## config.mk

```make
export PLATFORM = sky130hd
export DESIGN_NAME = prog_exec_engine
export DESIGN_NICKNAME = d
export VERILOG_FILES = /design/src/rtl/prog_exec_engine.sv
export SDC_FILE = /design/constraint.sdc
export NUM_CORES = 1
export LEC_CHECK = 0
export BUFFER_PORTS_ARGS = -buffer_cell sky130_fd_sc_hd__buf_2
export CAP_MARGIN = 20
export CORE_ASPECT_RATIO = 1.75
export CORE_UTILIZATION = 60
export CTS_CLUSTER_DIAMETER = 30
export DETAILED_ROUTE_END_ITERATION = 7
export PLACE_DENSITY = 0.76
export SLEW_MARGIN = 20
export SYNTH_ARGS = -nofsm -noshare
export SYNTH_HDL_FRONTEND = slang
export SYNTH_SLANG_ARGS = --single-unit
```

## constraint.sdc

```tcl
create_clock -name clock -period 6.29 [get_ports clock]
set_clock_uncertainty 0.15 [all_clocks]
set_input_delay 1.258 -clock clock [delete_from_list [all_inputs] [get_ports clock]]
set_output_delay 1.258 -clock clock [all_outputs]
set_load 0.05 [all_outputs]
```

## src/rtl/prog_exec_engine.sv

```systemverilog
// prog_exec_engine: runs a loaded program of move/arith/output/assert ops against a small local
// memory, streaming OUT values through a valid/ready FIFO and reporting finished/success.
module prog_exec_engine #(
   parameter int WIDTH     = 12,
   parameter int NLOCAL    = 16,
   parameter int NPROG     = 32,
   parameter int NOUT      = 4,
   parameter int MAX_STEPS = 1000,
   localparam int LAW = $clog2(NLOCAL),
   localparam int PAW = $clog2(NPROG),
   localparam int IW  = 3 + LAW + 2*WIDTH + 2
) (
   input  logic             clock,
   input  logic             reset,
   input  logic             load_valid,
   input  logic [PAW-1:0]   load_addr,
   input  logic [IW-1:0]    load_data,
   input  logic             start,
   output logic             out_valid,
   output logic [WIDTH-1:0] out_data,
   input  logic             out_ready,
   output logic             busy,
   output logic             finished,
   output logic             success,
   output logic [15:0]      steps
);
   localparam int FAW = $clog2(NOUT);
   localparam logic [2:0] OP_HALT = 3'd0, OP_MOV = 3'd1, OP_ADD = 3'd2, OP_SUB = 3'd3,
                          OP_OUT = 3'd4, OP_AEQ = 3'd5;
   typedef enum logic [2:0] {S_IDLE, S_CLEAR, S_FETCH, S_EXEC, S_STALL, S_DONE} state_t;
   state_t state, state_n;
   logic [IW-1:0] prog [NPROG];
   logic [WIDTH-1:0] lmem [NLOCAL];
   logic [WIDTH-1:0] fmem [NOUT];
   logic [IW-1:0] ir;
   logic [PAW-1:0] ip;
   logic [LAW-1:0] clr_cnt, dst;
   logic [FAW-1:0] wp, rp;
   logic [FAW:0] cnt;
   logic [2:0] op;
   logic [WIDTH-1:0] fa, fb, va, vb, lval;
   logic [15:0] steps_inc;
   logic succ_r, exec, full, pop, push, stall, halt, afail, done, go, lwr;
   assign op        = ir[IW-1 -: 3];
   assign dst       = ir[2+2*WIDTH +: LAW];
   assign fa        = ir[2+WIDTH +: WIDTH];
   assign fb        = ir[2 +: WIDTH];
   assign va        = ir[1] ? fa : lmem[fa[LAW-1:0]];
   assign vb        = ir[0] ? fb : lmem[fb[LAW-1:0]];
   assign exec      = state == S_EXEC;
   assign full      = cnt == (FAW+1)'(NOUT);
   assign out_valid = cnt != '0;
   assign out_data  = out_valid ? fmem[rp] : '0;
   assign pop       = out_valid && out_ready;
   // a pop in the same cycle frees a slot, so a full FIFO only stalls without one
   assign stall     = exec && op == OP_OUT && full && !pop;
   assign push      = exec && op == OP_OUT && !stall;
   assign lwr       = exec && (op == OP_MOV || op == OP_ADD || op == OP_SUB);
   assign lval      = op == OP_MOV ? va : op == OP_ADD ? va + vb : va - vb;
   assign steps_inc = steps == 16'hFFFF ? steps : steps + 16'd1;
   assign halt      = op == OP_HALT;
   assign afail     = op == OP_AEQ && va != vb;
   assign done      = halt || afail || ip == PAW'(NPROG-1) || {16'd0, steps_inc} >= 32'(MAX_STEPS);
   assign go        = start && (state == S_IDLE || state == S_DONE);
   // gated by reset so busy reads 0 while reset is held, then 1 through the clear
   assign busy      = reset && (state == S_CLEAR || state == S_FETCH || state == S_EXEC || state == S_STALL);
   assign finished  = state == S_DONE;
   assign success   = succ_r;
   always_comb begin
      state_n = state;
      case (state)
         S_IDLE:  state_n = start ? S_FETCH : S_IDLE;
         S_CLEAR: state_n = clr_cnt == LAW'(NLOCAL-1) ? S_IDLE : S_CLEAR;
         S_FETCH: state_n = S_EXEC;
         S_EXEC:  state_n = stall ? S_STALL : done ? S_DONE : S_FETCH;
         S_STALL: state_n = full ? S_STALL : S_EXEC;
         S_DONE:  state_n = start ? S_FETCH : S_DONE;
         default: state_n = S_IDLE;
      endcase
   end
   always_ff @(posedge clock or negedge reset) begin
      if (!reset) begin
         state   <= S_CLEAR;
         ip      <= '0;
         steps   <= '0;
         succ_r  <= 1'b0;
         clr_cnt <= '0;
         wp      <= '0;
         rp      <= '0;
         cnt     <= '0;
      end else begin
         state <= state_n;
         if (state == S_CLEAR) clr_cnt <= clr_cnt + LAW'(1);
         if (go) begin
            ip     <= '0;
            steps  <= '0;
            succ_r <= 1'b0;
         end
         if (exec && !stall) begin
            ip     <= ip + PAW'(1);
            steps  <= steps_inc;
            succ_r <= halt;
         end
         if (push) wp <= wp + FAW'(1);
         if (pop) rp <= rp + FAW'(1);
         cnt <= cnt + (FAW+1)'(push) - (FAW+1)'(pop);
      end
   end
   always_ff @(posedge clock) begin
      if (load_valid && state == S_IDLE) prog[load_addr] <= load_data;
      if (state == S_FETCH) ir <= prog[ip];
      if (state == S_CLEAR) lmem[clr_cnt] <= '0;
      else if (lwr) lmem[dst] <= lval;
      if (push) fmem[wp] <= va;
   end
endmodule

```

==> key figures, run 1 <==
Drt
  • DRC Markers: 0
  • Via/cell ratio: 6.78
  • Drt pass-1 iters: 6
  • Drt total wl: 142,000 um
  • Antenna-violating nets left: 0
  • Routed length per instance: 31.3 um
  • Initial DRC Count: 3,409
  • Vias: 30,700

Setup path
  • CP arrival: 5.93 ns
  • Crit path capture type: flop
  • Depth of the worst register-to-register path: 17
  • Most frequent CP cell: a21oi_1
  • Worst path depth: 17
  • Slowest cell on crit path: edfxtp_1
  • WP buf/inv: 2
  • R2R Setup Slk: 0.62 ns
  • Worst-path fanout max: 16
  • Critical path's top delay family: compound AO/OA/AOI/OAI gates
  • WP data required: 6.55 ns
  • Worst setup path start: ir[14]
  • Origin of the critical flop-to-flop path: ir[14]
  • Critical path class: flop to flop
  • CP Capture Point: lmem[11][10]
  • CP max stage delay: 0.84 ns
  • Startpoint types: flop
  • Worst-path cell chain: mux4_2 > mux4_2 > nand2_1 > nand2_1 > inv_1 > ha_1 > inv_1 > fa_1 > a21o_1 > a21o_1 > a21oi_1 > o21ai_1 > a21oi_1 > nand2b_1 > a211oi_1 > xnor2_1 > a21oi_1
  • Reg-to-Reg End: lmem[11][10]

Clock network
  • Clk buf depth: 3
  • CTS sink cnt: 1,365
  • H-tree Lvls: 4
  • Post-CTS Setup Bufs: 0
  • CTS tree: built
  • Clk slew on worst S/H paths: 0.06 ns
  • CTS buffer count: 147
  • Clk_lat worst skew: 0.76 ns
  • Post-CTS Resized: 0
  • CTS root buffer: clkbuf_16
  • # hold bufs at CTS: 0

STA
  • Final hold slack: 0.384 ns
  • Pins over their slew limit: 0
  • Post-layout minimum cycle time: 5.67 ns
  • Worst Max-Slew Pin Slew: 1.16 ns
  • Tcrit/Tclk final: 90.1%
  • Fmax: 0.176 GHz
  • Setup_tns: 0 ns
  • RSZ-0062 raised after global routing: no
  • # setup viols final: 0
  • Slew Limit Headroom: 22.7%
  • Final hold violation count: 0

Global routing
  • First-pass GRT wire length: 206,000 um
  • Grt total ovfl: 0
  • Largest net degree at the start of global routing: 111
  • GRT Util Overall: 30.7%
  • Vias in the first global route: 32,200
  • Initial antenna violation count: 6

Synth
  • Mapped Area: 55,900 um2
  • Syn Nets: 3,154
  • Yosys reg bits: 1,365
  • Synthesized instance count: 3,076
  • Seq/Total Area, Yosys: 73.0%
  • Post-synth ARST share: 2.64%
  • Count of warnings emitted by yosys: 0
  • Synth Area per Inst: 18.2 um2
  • Library cells used by synthesis: 64
  • Most common flop cell mapped by yosys: edfxtp_1
  • Post-synth EDFFs: 1,329

Power
  • Max VDD drop: 0.354 mV
  • Pwr dens: 448 nW/um2
  • Leakage power total: 20.3 nW

Worst hold path
  • Worst hold path type: flop to flop
  • Min-delay src: cnt[0]

Die
  • Die area: 94,400 um2
  • FP Rows: 147
  • Die W: 233 um
  • Num ports: 75
  • Total core area: 92,000 um2
  • Die height: 406 um
  • Initial Utilization: 60.8%

Placed design
  • I/O Buffers: 74
  • Post-DP HPWL: 85,700 um
  • Final GP Congestion: 0.964

Finish
  • Commonest cells after routing, fill and taps aside: edfxtp_1 (1,329), mux4_2 (251), mux2i_1 (226), nand2_1 (206), clkbuf_16 (150)
  • Layout cells sized above 1: 24.0%
  • Most common cell after layout, fill and taps aside: edfxtp_1
  • Final #Nets: 3,298
  • Layout area overhead: 13.2%

Outcome
  • Status: completed

Flow run
  • Max cap viols: 0
stage by stage:
step           instance area, um2  worst slack [ns]  utilization [%]  instances  total power [W]
2_1_floorplan               55900              1.32                -       3076           0.0170
3_3_place_gp                58200             0.776             63.3       4260           0.0195
3_5_place_dp                58300             0.726             63.4       4263           0.0197
4_1_cts                     63200             0.709             68.8       4529           0.0284
5_1_grt                     63200             0.286             68.8       4531           0.0292
6_report                    63200             0.621             68.8       4532           0.0284
layout make-up:
cell class | count | area [um2]
clock inverter | 96 | 1100
fill | 5700 | 28700
sequential | 1365 | 40800
tap | 1192 | 1490
inverter | 31 | 116
clock buffer | 170 | 3830
timing repair buffer | 171 | 1290
multi-input combinational | 1504 | 14600
antenna | 3 | 7.51
cells by family after synthesis:
group | after synthesis | synth area share, %
xor gates and xnor gates | 24 | 0.376
muxes | 551 | 15.7
and+or+nand+nor | 435 | 3.51
AOI/OAI and AO/OA | 459 | 5.14
adders and majority gates | 35 | 0.824
DFF | 1365 | 73.0
buffers and inverters | 207 | 1.48
report_power, final:
part | total, W | switching [W] | internal (W) | leakage (nW)
sequential | 0.0112 | 0.000549 | 0.0107 | 12.5
clock | 0.00869 | 0.00371 | 0.00499 | 2.36
combinational | 0.00841 | 0.00507 | 0.00335 | 5.42
total | 0.0284 | 0.00932 | 0.0190 | 20.3
routing by layer:
layer	up-vias	share of wire, %	global-route usage (%)
li1	12800	-	-
met1	15700	33	34.3
met2	1675	53	53.5
met3	504	7.1	5.46
met4	4	7.2	20.7
met5	-	0.018	0
flip-flops by register name, indices dropped and copies added, names as in the netlist:
signal	cells
success	1
clr_cnt	4
lmem	192
rp	2
ip	5
steps	16
wp	2
fmem	48
state	3
cnt	3
ir	33
prog	1056
worst register-to-register path, cell delays in order, from the launching register on:
cell,delay [ns]
edfxtp_1,0.84
mux4_2,0.60
mux4_2,0.49
nand2_1,0.08
nand2_1,0.28
inv_1,0.14
ha_1,0.18
inv_1,0.07
fa_1,0.43
a21o_1,0.17
a21o_1,0.19
a21oi_1,0.21
o21ai_1,0.10
a21oi_1,0.20
nand2b_1,0.17
a211oi_1,0.10
xnor2_1,0.14
a21oi_1,0.78
how the worst min path moves through the flow:
stage                     slack, ns       to  cells past startpoint
after floorplan                0.33   cnt[2]                      1
after global placement         0.36   cnt[0]                      1
after detailed placement       0.37  success                      1
after CTS                      0.38  success                      1
after global routing           0.41  success                      1
final                          0.38   cnt[0]                      1
synth_stat cells, types with 19 or more instances:
library cell	n	area share, %
a21oi_1	129	1.2
and2_1	23	0.26
buf_1	39	0.26
buf_2	35	0.31
clkbuf_1	101	0.68
dfrtp_1	35	1.6
edfxtp_1	1329	71
ha_1	32	0.72
inv_1	30	0.20
mux2_2	74	1.5
mux2i_1	226	4.0
mux4_2	251	10
nand2_1	207	1.4
nand3_1	21	0.19
nor2_1	99	0.66
nor3_1	19	0.17
o21ai_0	129	1.2
o221ai_1	100	1.6
o22ai_1	33	0.37
Power figures use the tool's default switching activity.
==> run 2: changes to the inputs <==
--- a/config.mk
+++ b/config.mk
@@ -7,11 +7,13 @@
 export LEC_CHECK = 0
 export BUFFER_PORTS_ARGS = -buffer_cell sky130_fd_sc_hd__buf_2
 export CAP_MARGIN = 20
+export CELL_PAD_IN_SITES_DETAIL_PLACEMENT = 2
+export CELL_PAD_IN_SITES_GLOBAL_PLACEMENT = 2
 export CORE_ASPECT_RATIO = 1.75
-export CORE_UTILIZATION = 60
+export CORE_UTILIZATION = 49
 export CTS_CLUSTER_DIAMETER = 30
 export DETAILED_ROUTE_END_ITERATION = 7
-export PLACE_DENSITY = 0.76
+export PLACE_DENSITY_LB_ADDON = 0.1
 export SLEW_MARGIN = 20
 export SYNTH_ARGS = -nofsm -noshare
 export SYNTH_HDL_FRONTEND = slang
==> run 2 against run 1 <==
Cell count up 8.3%. Global-route usage up 3.9 points. Routed wire length up 39%. Clock power up 21%. Non-clock buffer count up 18. Sequential power about the same. First-iteration DRC count down 11%. Register-to-register slack worse by 0.05 ns. Critical path type unchanged. Critical endpoint is now lmem[4][11]. Largest cell class unchanged. Largest power group unchanged.
==> key figures, run 2 (same netlist as run 1, synthesis figures left out) <==
Outcome
  • Status: completed

Finish
  • Commonest cells after routing, fill and taps aside: edfxtp_1 (1,329), mux4_2 (251), mux2i_1 (226), nand2_1 (206), clkbuf_16 (181)
  • Most flops, register: prog
  • Final #Nets: 3,346 (+1.5%)
  • Largest registers: prog x1056, lmem x192, fmem x48
  • Layout cells sized above 1: 25.9% (+1.9 points)
  • Most common cell after layout, fill and taps aside: edfxtp_1
  • Fin cells: 4,909 (+8.3%)
  • Number of flip-flops in the largest register: 1,056 (unchanged)
  • Final Instance Area: 64,800 um2 (+2.5%)
  • Layout area overhead: 16.0%

STA
  • Worst Max-Slew Pin Slew: 1.15 ns (-0.0133 ns)
  • Post-layout minimum cycle time: 5.72 ns (+0.0492 ns)
  • Slew Limit Headroom: 23.5% (+0.79 points)
  • Setup WS post-layout: 0.571 ns (-0.0492 ns)
  • # setup viols final: 0 (unchanged)
  • Setup_tns: 0 ns (unchanged)
  • RSZ-0062 raised after global routing: no
  • Final hold violation count: 0 (unchanged)
  • Fmax: 0.175 GHz (-0.86%)
  • Pins over their slew limit: 0 (unchanged)
  • Tcrit/Tclk final: 90.9% (+0.78 points)

Setup path
  • Crit path capture type: flop
  • Depth of the worst register-to-register path: 15 (-2)
  • Critical path's top delay family: compound AO/OA/AOI/OAI gates
  • WP data required: 6.64 ns (+0.09 ns)
  • Worst-path fanout max: 28 (+12)
  • Critical path class: flop to flop
  • R2R Setup Slk: 0.57 ns (-0.05 ns)
  • CP arrival: 6.07 ns (+0.14 ns)
  • CP max stage delay: 0.59 ns (-0.25 ns)
  • Startpoint types: flop
  • Worst-path cell chain: buf_4 > mux4_2 > mux2_2 > a21oi_1 > a31oi_2 > ha_1 > nor3_1 > o21ai_0 > o311ai_1 > o221ai_1 > nor4_1 > o211ai_1 > xnor2_1 > nor3b_1 > a211o_1
  • Origin of the critical flop-to-flop path: ir[14]
  • Slowest cell on crit path: mux4_2
  • WP buf/inv: 1 (-1)
  • Reg-to-Reg End: lmem[4][11]

Clock network
  • H-tree Lvls: 4 (unchanged)
  • Clk buf depth: 3 (unchanged)
  • CTS tree: built
  • CTS root buffer: clkbuf_16
  • # hold bufs at CTS: 0 (unchanged)
  • Clk slew on worst S/H paths: 0.06 ns (about the same)
  • CTS buffer count: 177 (+20%)
  • CTS sink cnt: 1,365 (unchanged)
  • Post-CTS Resized: 0 (unchanged)
  • Clk_lat worst skew: 0.81 ns (+0.05 ns)
  • Post-CTS Setup Bufs: 0 (unchanged)

Power
  • Sw frac: 35.0% (+2.1 points)
  • Max VDD drop: 0.355 mV (+0.33%)
  • P_int: 0.0202 W (+6.2%)
  • Share of power burned in registers: 36.3% (-3.4 points)
  • Net Sw Power: 0.0109 W (+17%)
  • Leakage power total: 20.9 nW (+3.1%)
  • Pwr dens: 480 nW/um2 (+7.0%)
  • Combinational power share: 29.8% (about the same)
  • Clk network pwr share: 33.9% (+3.2 points)

Placed design
  • Final GP Congestion: 0.843 (-13%)
  • Area post-placement: 58,700 um2 (+0.70%)
  • Post-place setup slack: 0.599 ns (-0.127 ns)
  • Post-DP HPWL: 120,000 um (+40%)
  • I/O Buffers: 74 (unchanged)
  • Post-Place Cells: 4,573 (+7.3%)

Worst hold path
  • Worst hold path type: input pin to asynchronous set/reset pin

Die
  • Die W: 257 um (+11%)
  • Num ports: 75 (unchanged)
  • Initial Utilization: 49.5% (-11 points)
  • Total core area: 113,000 um2 (+23%)
  • FP Rows: 163 (+11%)
  • Die height: 449 um (+11%)
  • Die area: 115,000 um2 (+22%)

Drt
  • Drt total wl: 197,000 um (+39%)
  • Initial DRC Count: 3,027 (-11%)
  • Drt pass-1 iters: 7 (+1)
  • DRC Markers: 0 (unchanged)
  • Antenna-violating nets left: 0 (unchanged)
  • Vias: 32,200 (+4.9%)
  • Via/cell ratio: 6.57 (-3.1%)
  • Routed length per instance: 40.1 um (+28%)

Global routing
  • Largest net degree at the start of global routing: 78 (-30%)
  • Grt total ovfl: 0 (unchanged)
  • GRT Util Overall: 34.7% (+3.9 points)
  • Initial antenna violation count: 11 (+5)
  • Vias in the first global route: 36,200 (+12%)
  • First-pass GRT wire length: 279,000 um (+35%)

Flow run
  • Max cap viols: 0 (unchanged)
-- run 2: cell types whose count changed in the layout (fill, tap and decap cells not counted), moves of 4 or more --
| cell | delta |
|---|---|
| inv_6 | +18 |
| clkinv_2 | +11 |
| bufinv_16 | +5 |
| buf_4 | +23 |
| clkbuf_16 | +31 |
| clkbuf_1 | -6 |
| clkinv_1 | +6 |
| clkinvlp_4 | +4 |
-- run 2: worst max path at each step --
stage,from,endpoint,depth (start not counted)
floorplan,ir[2],lmem[0][6],15
global placement,ir[14],lmem[2][11],15
detailed placement,ir[14],lmem[10][6],15
CTS,ir[14],lmem[4][6],13
global route,ir[14],lmem[4][11],15
finish,ir[14],lmem[4][11],15
-- run 2: power groups by stage --
stage	Sequential, W	Clock, W	Combinational [W]
after CTS	0.0113	0.0107	0.00927
after global placement	0.0114	0	0.00864
after global routing	0.0113	0.0109	0.00970
after detailed placement	0.0115	0	0.00906
final	0.0113	0.0105	0.00926
after floorplan	0.0110	0	0.00593
-- run 2: routing by layer --
metal / up-vias / part of all wire (%) / track usage [%]
li1: 12900 / - / -
met1: 17300 / 34 / 38.3
met2: 1434 / 54 / 63.1
met3: 530 / 5.0 / 5.47
met4: 8 / 6.3 / 19.3
met5: - / 0.030 / 0
-- run 2: layout make-up --
type / count / area [um2]
fill: 9432 / 48200
sequential: 1365 / 40800
clock inverter: 136 / 1460
antenna: 3 / 7.51
inverter: 31 / 116
clock buffer: 196 / 4600
timing repair buffer: 189 / 1360
tap: 1485 / 1860
multi-input combinational: 1504 / 14600
-- run 2: per-stage QoR --
step,util (%),hold WS [ns],total power [W]
floorplan,-,0.330,0.0170
global placement,51.9,0.356,0.0201
detailed placement,52.0,0.396,0.0205
CTS,57.3,0.358,0.0312
global route,57.4,0.404,0.0320
finish,57.4,0.381,0.0311
